$ cat src/rtl/csrarb_pkg.sv
// Shared definitions for the two-requester CSR arbiter.
// Latency: n/a (types and constants only).
// Backpressure: n/a.
package csrarb_pkg;

  localparam int ADR_W = 14;
  localparam int DAT_W = 32;

  typedef enum logic [1:0] {
    IDLE = 2'd0,
    WAIT = 2'd1,
    ACK  = 2'd2
  } state_t;

endpackage

$ cat src/rtl/csrarb_rr.sv
// Grant selection between two CSR requesters.
// Latency: combinational grant; the tie pointer updates on the clock edge that takes a grant.
// Backpressure: none; the grant is only consumed while gnt_en is high.
//
// Ports: req[1:0] raw requests, gnt_vld any request pending, gnt_idx chosen requester.
// With CSRARB_ROUNDROBIN_EN defined: sys_clk/sys_rst and gnt_en (arbiter idle) are present
// and ties alternate. Without it: requester 0 always wins ties and no pointer exists.
module csrarb_rr (
`ifdef CSRARB_ROUNDROBIN_EN
  input  logic       sys_clk,
  input  logic       sys_rst,
  input  logic       gnt_en,
`endif
  input  logic [1:0] req,
  output logic       gnt_vld,
  output logic       gnt_idx
);

`ifdef CSRARB_ROUNDROBIN_EN
  // Index of the requester granted most recently; reset to 1 so requester 0 wins the first tie.
  logic last_q, last_d;

  always_comb begin
    gnt_vld = req[0] | req[1];
    if (req == 2'b11) begin
      gnt_idx = ~last_q;
    end else begin
      gnt_idx = req[1];
    end
    last_d = (gnt_en && gnt_vld) ? gnt_idx : last_q;
  end

  always_ff @(posedge sys_clk) begin
    if (sys_rst) begin
      last_q <= 1'b1;
    end else begin
      last_q <= last_d;
    end
  end
`else
  always_comb begin
    gnt_vld = req[0] | req[1];
    gnt_idx = ~req[0];
  end
`endif

endmodule

$ cat src/rtl/csrarb.sv
// Two-requester CSR bus arbiter: one shared IDLE/WAIT/ACK FSM drives a single CSR port.
// Latency: write ack 1 cycle after the request is sampled, read ack READ_WAIT+1 cycles.
// Backpressure: requesters hold mN_req until their one-cycle mN_ack; inputs ignored while busy.
//
// Ports: sys_clk/sys_rst (sync, active-high); per requester N: mN_req, mN_we, mN_adr,
// mN_dat_i in, mN_dat_o, mN_ack out; CSR side: csr_a, csr_we, csr_do out, csr_di in.
// Optional CSRARB_ROUNDROBIN_EN: alternate grants on ties (else requester 0 wins ties).
module csrarb
  import csrarb_pkg::*;
#(
  parameter int READ_WAIT = 2
) (
  input  logic             sys_clk,
  input  logic             sys_rst,
  input  logic             m0_req,
  input  logic             m0_we,
  input  logic [ADR_W-1:0] m0_adr,
  input  logic [DAT_W-1:0] m0_dat_i,
  output logic [DAT_W-1:0] m0_dat_o,
  output logic             m0_ack,
  input  logic             m1_req,
  input  logic             m1_we,
  input  logic [ADR_W-1:0] m1_adr,
  input  logic [DAT_W-1:0] m1_dat_i,
  output logic [DAT_W-1:0] m1_dat_o,
  output logic             m1_ack,
  output logic [ADR_W-1:0] csr_a,
  output logic             csr_we,
  output logic [DAT_W-1:0] csr_do,
  input  logic [DAT_W-1:0] csr_di
);

  localparam logic [2:0] RW_INIT = 3'(READ_WAIT);

  state_t           state_q, state_d;
  logic [2:0]       cnt_q, cnt_d;
  logic             gnt_q, gnt_d;   // owner of the transaction in flight
  logic [ADR_W-1:0] csr_a_q, csr_a_d;
  logic [DAT_W-1:0] csr_do_q, csr_do_d;
  logic             csr_we_q, csr_we_d;
  logic             m0_ack_q, m0_ack_d;
  logic             m1_ack_q, m1_ack_d;
  logic [DAT_W-1:0] m0_dat_q, m0_dat_d;
  logic [DAT_W-1:0] m1_dat_q, m1_dat_d;

  logic             arb_vld;
  logic             arb_idx;
  logic             sel_we;
  logic [ADR_W-1:0] sel_adr;
  logic [DAT_W-1:0] sel_dat;

  csrarb_rr u_rr (
`ifdef CSRARB_ROUNDROBIN_EN
    .sys_clk (sys_clk),
    .sys_rst (sys_rst),
    .gnt_en  (state_q == IDLE),
`endif
    .req     ({m1_req, m0_req}),
    .gnt_vld (arb_vld),
    .gnt_idx (arb_idx)
  );

  always_comb begin
    sel_we  = arb_idx ? m1_we    : m0_we;
    sel_adr = arb_idx ? m1_adr   : m0_adr;
    sel_dat = arb_idx ? m1_dat_i : m0_dat_i;
  end

  always_comb begin
    state_d  = state_q;
    cnt_d    = cnt_q;
    gnt_d    = gnt_q;
    csr_a_d  = csr_a_q;
    csr_do_d = csr_do_q;
    m0_dat_d = m0_dat_q;
    m1_dat_d = m1_dat_q;
    // Strobes are single-cycle: they drop unless explicitly raised below.
    csr_we_d = 1'b0;
    m0_ack_d = 1'b0;
    m1_ack_d = 1'b0;

    case (state_q)
      IDLE: begin
        if (arb_vld) begin
          gnt_d    = arb_idx;
          csr_a_d  = sel_adr;
          csr_do_d = sel_dat;
          if (sel_we) begin
            // Write completes in the same cycle the strobe reaches the CSR bus.
            state_d  = ACK;
            csr_we_d = 1'b1;
            m0_ack_d = ~arb_idx;
            m1_ack_d = arb_idx;
          end else begin
            state_d = WAIT;
            cnt_d   = RW_INIT;
          end
        end
      end
      WAIT: begin
        if (cnt_q == 3'd1) begin
          state_d = ACK;
          cnt_d   = 3'd0;
          if (gnt_q) begin
            m1_ack_d = 1'b1;
            m1_dat_d = csr_di;
          end else begin
            m0_ack_d = 1'b1;
            m0_dat_d = csr_di;
          end
        end else begin
          cnt_d = cnt_q - 3'd1;
        end
      end
      ACK: begin
        state_d = IDLE;
      end
      default: begin
        state_d = IDLE;
      end
    endcase
  end

  always_ff @(posedge sys_clk) begin
    if (sys_rst) begin
      state_q  <= IDLE;
      cnt_q    <= 3'd0;
      gnt_q    <= 1'b0;
      csr_a_q  <= '0;
      csr_do_q <= '0;
      csr_we_q <= 1'b0;
      m0_ack_q <= 1'b0;
      m1_ack_q <= 1'b0;
      m0_dat_q <= '0;
      m1_dat_q <= '0;
    end else begin
      state_q  <= state_d;
      cnt_q    <= cnt_d;
      gnt_q    <= gnt_d;
      csr_a_q  <= csr_a_d;
      csr_do_q <= csr_do_d;
      csr_we_q <= csr_we_d;
      m0_ack_q <= m0_ack_d;
      m1_ack_q <= m1_ack_d;
      m0_dat_q <= m0_dat_d;
      m1_dat_q <= m1_dat_d;
    end
  end

  assign csr_a    = csr_a_q;
  assign csr_do   = csr_do_q;
  assign csr_we   = csr_we_q;
  assign m0_ack   = m0_ack_q;
  assign m1_ack   = m1_ack_q;
  assign m0_dat_o = m0_dat_q;
  assign m1_dat_o = m1_dat_q;

endmodule

$ cat config.mk
export PLATFORM = sky130hd
export DESIGN_NAME = csrarb
export DESIGN_NICKNAME = d
export VERILOG_FILES = /design/src/rtl/csrarb_pkg.sv /design/src/rtl/csrarb_rr.sv /design/src/rtl/csrarb.sv
export SDC_FILE = /design/constraint.sdc
export NUM_CORES = 1
export LEC_CHECK = 0
export CORE_ASPECT_RATIO = 1.75
export CORE_MARGIN = 5
export CORE_UTILIZATION = 42
export CTS_CLUSTER_DIAMETER = 50
export DETAILED_ROUTE_END_ITERATION = 10
export GPL_TIMING_DRIVEN = 0
export PLACE_DENSITY = 0.8
export SYNTH_ARGS = -nofsm -noshare
export SYNTH_HDL_FRONTEND = slang
export SYNTH_SLANG_ARGS = --single-unit
$ cat constraint.sdc
create_clock -name sys_clk -period 1.6 [get_ports sys_clk]
set_input_delay 0.24 -clock sys_clk [delete_from_list [all_inputs] [get_ports sys_clk]]
set_output_delay 0.24 -clock sys_clk [all_outputs]
set_load 0.01 [all_outputs]
; ---- After elaboration in Yosys (flattened, before gate mapping)
; Index checks and enable logic that the tools add are counted.
[word_totals]
in_bits = 130
word_cells = 51
register_bits = 119
output_inout_bits = 113
[op_classes]
bitwise_logic = 5
addsub = 1
n_eq_ne = 5
n_reduce_logical = 8
mux = 22
[op_table]
columns = op, count
row1 = 32-bit 2-to-1 mux, 1
row2 = 14-bit 2-to-1 mux, 1
row3 = 1-bit 2-to-1 mux, 10
row4 = 3-bit 2-to-1 mux, 3
row5 = 3-bit AND reduction, 3
row6 = 2-bit 2-to-1 mux, 3
row7 = "2-bit != test, second input constant", 3
row8 = 3-bit case mux with 2 select lines, 1
row9 = 1-bit NOT, 4
row10 = 1-bit case mux with 2 select lines, 2
row11 = 2-bit case mux with 2 select lines, 1
row12 = 2-bit AND reduction, 2
row13 = "3-bit by 1-bit equality test with 1-bit output, second input constant", 1
row14 = 3-bit OR reduction, 1
row15 = "3-bit by 1-bit subtractor with 3-bit output, second input constant", 1
row16 = "2-bit by 1-bit equality test with 1-bit output, second input constant", 1
row17 = 2-bit zero test, 1
row18 = 2-bit nonzero test, 1
row19 = 1-bit OR, 1

; ---- Depth between registers and ports, before layout
[depth]
ltp_word = 4
mapped_depth = 7
ltp_nobuf = 5

; ---- Cells and area by module
; Synthesis repeated with hierarchy kept, for this count alone.
[hier_totals]
cells_unflattened = 497
hier_area_um2 = 5128.7
[by_module_without_submodules]
columns = module, cells_per_inst, area_per_inst_um2, n_inst
row1 = csrarb, 495, 5118.7, 1
row2 = csrarb_rr, 2, 10.0, 1

; ---- Least setup slack after synthesis
; OpenSTA, ideal clock, no wires.
[synth_timing]
path_kind = reg-to-reg
from = register state_q[0]
to = register m0_dat_q[10] (netlist: m0_dat_o[10])
setup_slack_ns = 0.222
setup_ns = 0.072
t_required_ns = 1.528
arrival_time_ns = 1.307
path_stages_with_launch = 7
cell_sequence = dfxtp_1 > clkbuf_2 > nor3b_2 > and3b_1 > buf_4 > buf_6 > mux2i_1
[synth_between]
elab_chain_len = 2
[synth_rtl]
columns = item, line_no
row1 = "start, declared", csrarb.sv:35  ; state_t state_q, state_d;
row2 = "start signal, assigned", csrarb.sv:137  ; state_q <= state_d;
row3 = 2-bit by 1-bit equality test with 1-bit output, csrarb.sv:82  ; case (state_q)
row4 = 3-bit AND reduction (no line), -
row5 = "end signal, assigned", csrarb.sv:145  ; m0_dat_q <= m0_dat_d;
row6 = "end, declared", csrarb.sv:43  ; logic [DAT_W-1:0] m0_dat_q, m0_dat_d;
; Every way passes these cells.
; A chain may end at the register's enable or synchronous reset.

; ---- Worst setup path after layout
[layout_timing]
from = register m1_dat_q[26] (netlist: m1_dat_o[26])
to = output port m1_dat_o[26]
[layout_rtl]
columns = item, line_no
row1 = "start, declared", csrarb.sv:44  ; logic [DAT_W-1:0] m1_dat_q, m1_dat_d;
row2 = "start signal, assigned", csrarb.sv:146  ; m1_dat_q <= m1_dat_d;
row3 = "end, declared", csrarb.sv:25  ; output logic [DAT_W-1:0] m1_dat_o,
; No word-level cell between the ends.

==> results.cfg <==
[floorplan]
design.portCount = 243
placement_rows = 54
core_area_um2 = 12500
floorplan.die_area_um2 = 15200
start_util_pct = 42.7
die_x_um = 95.3
die-height_um = 159

[logic_synthesis]
synth_ff_type = sky130_fd_sc_hd__dfxtp_1
total_standard_cell_area_after_synthesis_um2 = 5340
yosysWarnings = 0
synth_sequential_area_ratio_pct = 44.6
synth-async-reset-ratio_pct = 0
postSynthRegisterBits = 119
synth_enable_flop_cells = 0
yosysUniqueCellTypes = 33
syn_avg_cell_area_um2 = 10.6
syn_nets = 636
synthCells = 504

[cells_and_area]
layout_cells_sized_above_1_pct = 12.4
layout_commonest_cell = sky130_fd_sc_hd__clkdlybuf4s50_1
mostFrequentLayoutCells = 232 x sky130_fd_sc_hd__clkdlybuf4s50_1, 119 x sky130_fd_sc_hd__dfxtp_1, 109 x sky130_fd_sc_hd__mux2i_1
design.final.nets = 895
antennaDiodeCount = 0
layout-area-overhead-vs-synth_pct = 61.0
fillers = 979

[flow_run]
maxCapViolations = 0

[timing]
layout_min_cycle_time_ns = 1.56
worst_clock_skew_on_the_final_layout_ns = 0.0109
timing_worst_slew_pin_value_ns = 0.697
max_freq_mhz = 640
drv_slew = 0
grt_setup_unrepaired = true
hold-worst-slack_ns = 0.274
timing_hold_violations_final = 0
final_period_util_pct = 97.6
setup_viol = 0
slew_headroom_pct = 53.5

[critical_path]
critical_path.endpoint_type = output port
reg2reg_depth = 6
regToRegStartpoint = state_q[0]$_SDFFE_PP0P_
cpPeakStageDelay_ns = 0.60
reg2reg_setup_slack_ns = 0.04
path_cells = clkdlybuf4s50_1
criticalPathCategory = register to output port
crit_path_max_fanout = 2
critical-path-top-delay-family = buffers and inverters
reg2reg_capture_point = m0_dat_o[6]$_SDFFE_PP0P_
slowest_stage = sky130_fd_sc_hd__clkdlybuf4s50_1
critical_path.startpoint = m1_dat_o[26]$_SDFFE_PP0P_
cp-start-kind = register
critical_path_rt_ns = 1.36
worstPathArrival_ns = 1.32
critical_path_buf_inv_count = 1

[global_route]
wire_length_of_the_first_global_routing_pass_mm = 26.1
antenna_found_initial = 0
pin_count_of_the_biggest_net_entering_global_routing = 17
gr-total-overflow = 0
number_of_global_route_vias_before_repair = 5215
groute.usage.overall_pct = 21.7

[placement]
gp_congestion = 0.789
portBuffers = 240
detailedPlacementHpwl_mm = 13.1

[hold_path]
hold_path_startpoint = sys_rst
hold_end = m1_dat_o[31]$_SDFFE_PP0P_
hold_path_class = input port to register
timing.hold.worst_path_depth = 3

[clock_tree]
cts_num_sinks = 119
clock_path_buffers = 2
worst_skew_pair.late_latency_ns = 0.41
ctsHoldBuffers = 0
h_tree_lvl_count = 4
cts_buffers = 17
clkTransAtPathRegs_ns = 0.06
cts_root_buffer = sky130_fd_sc_hd__clkbuf_16
tritoncts = yes

[pwr]
p_per_area_nw_per_um2 = 1020
p_total_w = 0.00874
power.ir.vdd_worst_v = 0.000727
leakage_power_figure_nw = 3.49

[detailed_routing]
drt_iter0_drc = 112
drt_drc_violations_left = 0
route.vias.total = 4712
routedWlPerCell_um = 17.7
routed_wirelength_mm = 16.7
ant_nets = 0
avgViaCountPerCell = 4.99
detailedRoute.firstPassIterationCount = 4

[outcome]
run_status = finished, final reports clean
-- repair_timing --
action	in CTS	in global routing
buffers inserted	0	0
endpoints found under the setup margin	44	81
endpoints found under the hold margin	0	0
resized for setup	5	22
pin swaps	0	1
-- synthesized netlist by cell type (2+ instances only) --
| library cell | instances | area (um^2) |
|---|---|---|
| sky130_fd_sc_hd__a211oi_1 | 17 | 128 |
| sky130_fd_sc_hd__a211oi_2 | 30 | 375 |
| sky130_fd_sc_hd__a21oi_1 | 48 | 240 |
| sky130_fd_sc_hd__a221oi_1 | 2 | 17.5 |
| sky130_fd_sc_hd__buf_1 | 3 | 11.3 |
| sky130_fd_sc_hd__buf_2 | 15 | 75.1 |
| sky130_fd_sc_hd__buf_4 | 2 | 15.0 |
| sky130_fd_sc_hd__buf_6 | 7 | 78.8 |
| sky130_fd_sc_hd__clkbuf_1 | 18 | 67.6 |
| sky130_fd_sc_hd__dfxtp_1 | 119 | 2380 |
| sky130_fd_sc_hd__ha_1 | 2 | 25.0 |
| sky130_fd_sc_hd__inv_1 | 4 | 15.0 |
| sky130_fd_sc_hd__mux2i_1 | 111 | 1110 |
| sky130_fd_sc_hd__nand2_1 | 2 | 7.51 |
| sky130_fd_sc_hd__nand2b_1 | 99 | 619 |
| sky130_fd_sc_hd__nor2_1 | 5 | 18.8 |
| sky130_fd_sc_hd__nor2b_1 | 2 | 12.5 |
| sky130_fd_sc_hd__nor3b_1 | 2 | 15.0 |
| sky130_fd_sc_hd__o21a_1 | 2 | 15.0 |
-- metal layers --
metal	GRT usage [%]	vias up	share of wire (%)
li1	-	2295	-
met2	41.7	183	55
met3	7.94	24	9.4
met5	0	-	0
met1	20.2	2210	34
met4	7.29	0	2.0
-- sequential cells by signal, indices dropped and copies added (netlist names) --
name / count
m1_dat_o: 32
m0_dat_o: 32
cnt_q: 3
m0_ack: 1
m1_ack: 1
state_q: 2
csr_do: 32
csr_a: 14
gnt_q: 1
csr_we: 1
-- where the power goes --
part           internal (W)  switching, W  total, W  leakage [nW]
Clock               0.00223       0.00143   0.00366         0.257
Combinational      0.000995      0.000795   0.00179          2.26
Sequential          0.00317      0.000119   0.00329         0.972
-- through the flow --
stage                     utilization [%]  area, um^2  cells  setup WS [ns]  TNS [ns]
after floorplan                         -        5340    504          0.222         0
after global placement               63.6        7960    912         -0.279    -10.30
after detailed placement             63.6        7960    912         -0.343    -11.84
after CTS                            68.3        8540    944        -0.0125   -0.0241
after global routing                 68.8        8600    944        -0.0358    -0.402
final                                68.8        8600    944         0.0377         0
-- cells by family (layout without fill, tap and decap cells) --
kind of cell / Yosys count / after routing / share of synthesized area, %
muxes: 111 / 111 / 20.8
AOI/OAI and AO/OA: 106 / 106 / 15.6
and+or+nand+nor: 116 / 116 / 13.5
adders and majority gates: 2 / 2 / 0.468
buffers and inverters: 50 / 322 / 5.01
DFF: 119 / 119 / 44.6
-- how the worst max path moves through the flow --
| stage | slack (ns) | cells after the start | to |
|---|---|---|---|
| 6_report | 0.04 | 1 | m1_dat_o[26] |
| 5_1_grt | -0.04 | 6 | m0_dat_o[7]$_SDFFE_PP0P_ |
| 4_1_cts | -0.01 | 6 | m0_dat_o[20]$_SDFFE_PP0P_ |
| 3_5_place_dp | -0.34 | 6 | csr_a[8]$_SDFFE_PP0P_ |
| 3_3_place_gp | -0.28 | 6 | csr_a[10]$_SDFFE_PP0P_ |
| 2_1_floorplan | 0.22 | 6 | m0_dat_o[10]$_SDFFE_PP0P_ |
-- layout make-up --
type / count / area [um^2] / share of cell area (%)
inverter: 4 / 15.0 / 0.175
clock buffer: 19 / 453 / 5.27
timing repair buffer: 240 / 2420 / 28.2
sequential: 119 / 2380 / 27.7
buffer: 46 / 288 / 3.35
multi-input combinational: 335 / 2710 / 31.5
clock inverter: 13 / 121 / 1.41
tap: 168 / 210 / 2.44
(Power assumes the default switching activity.)
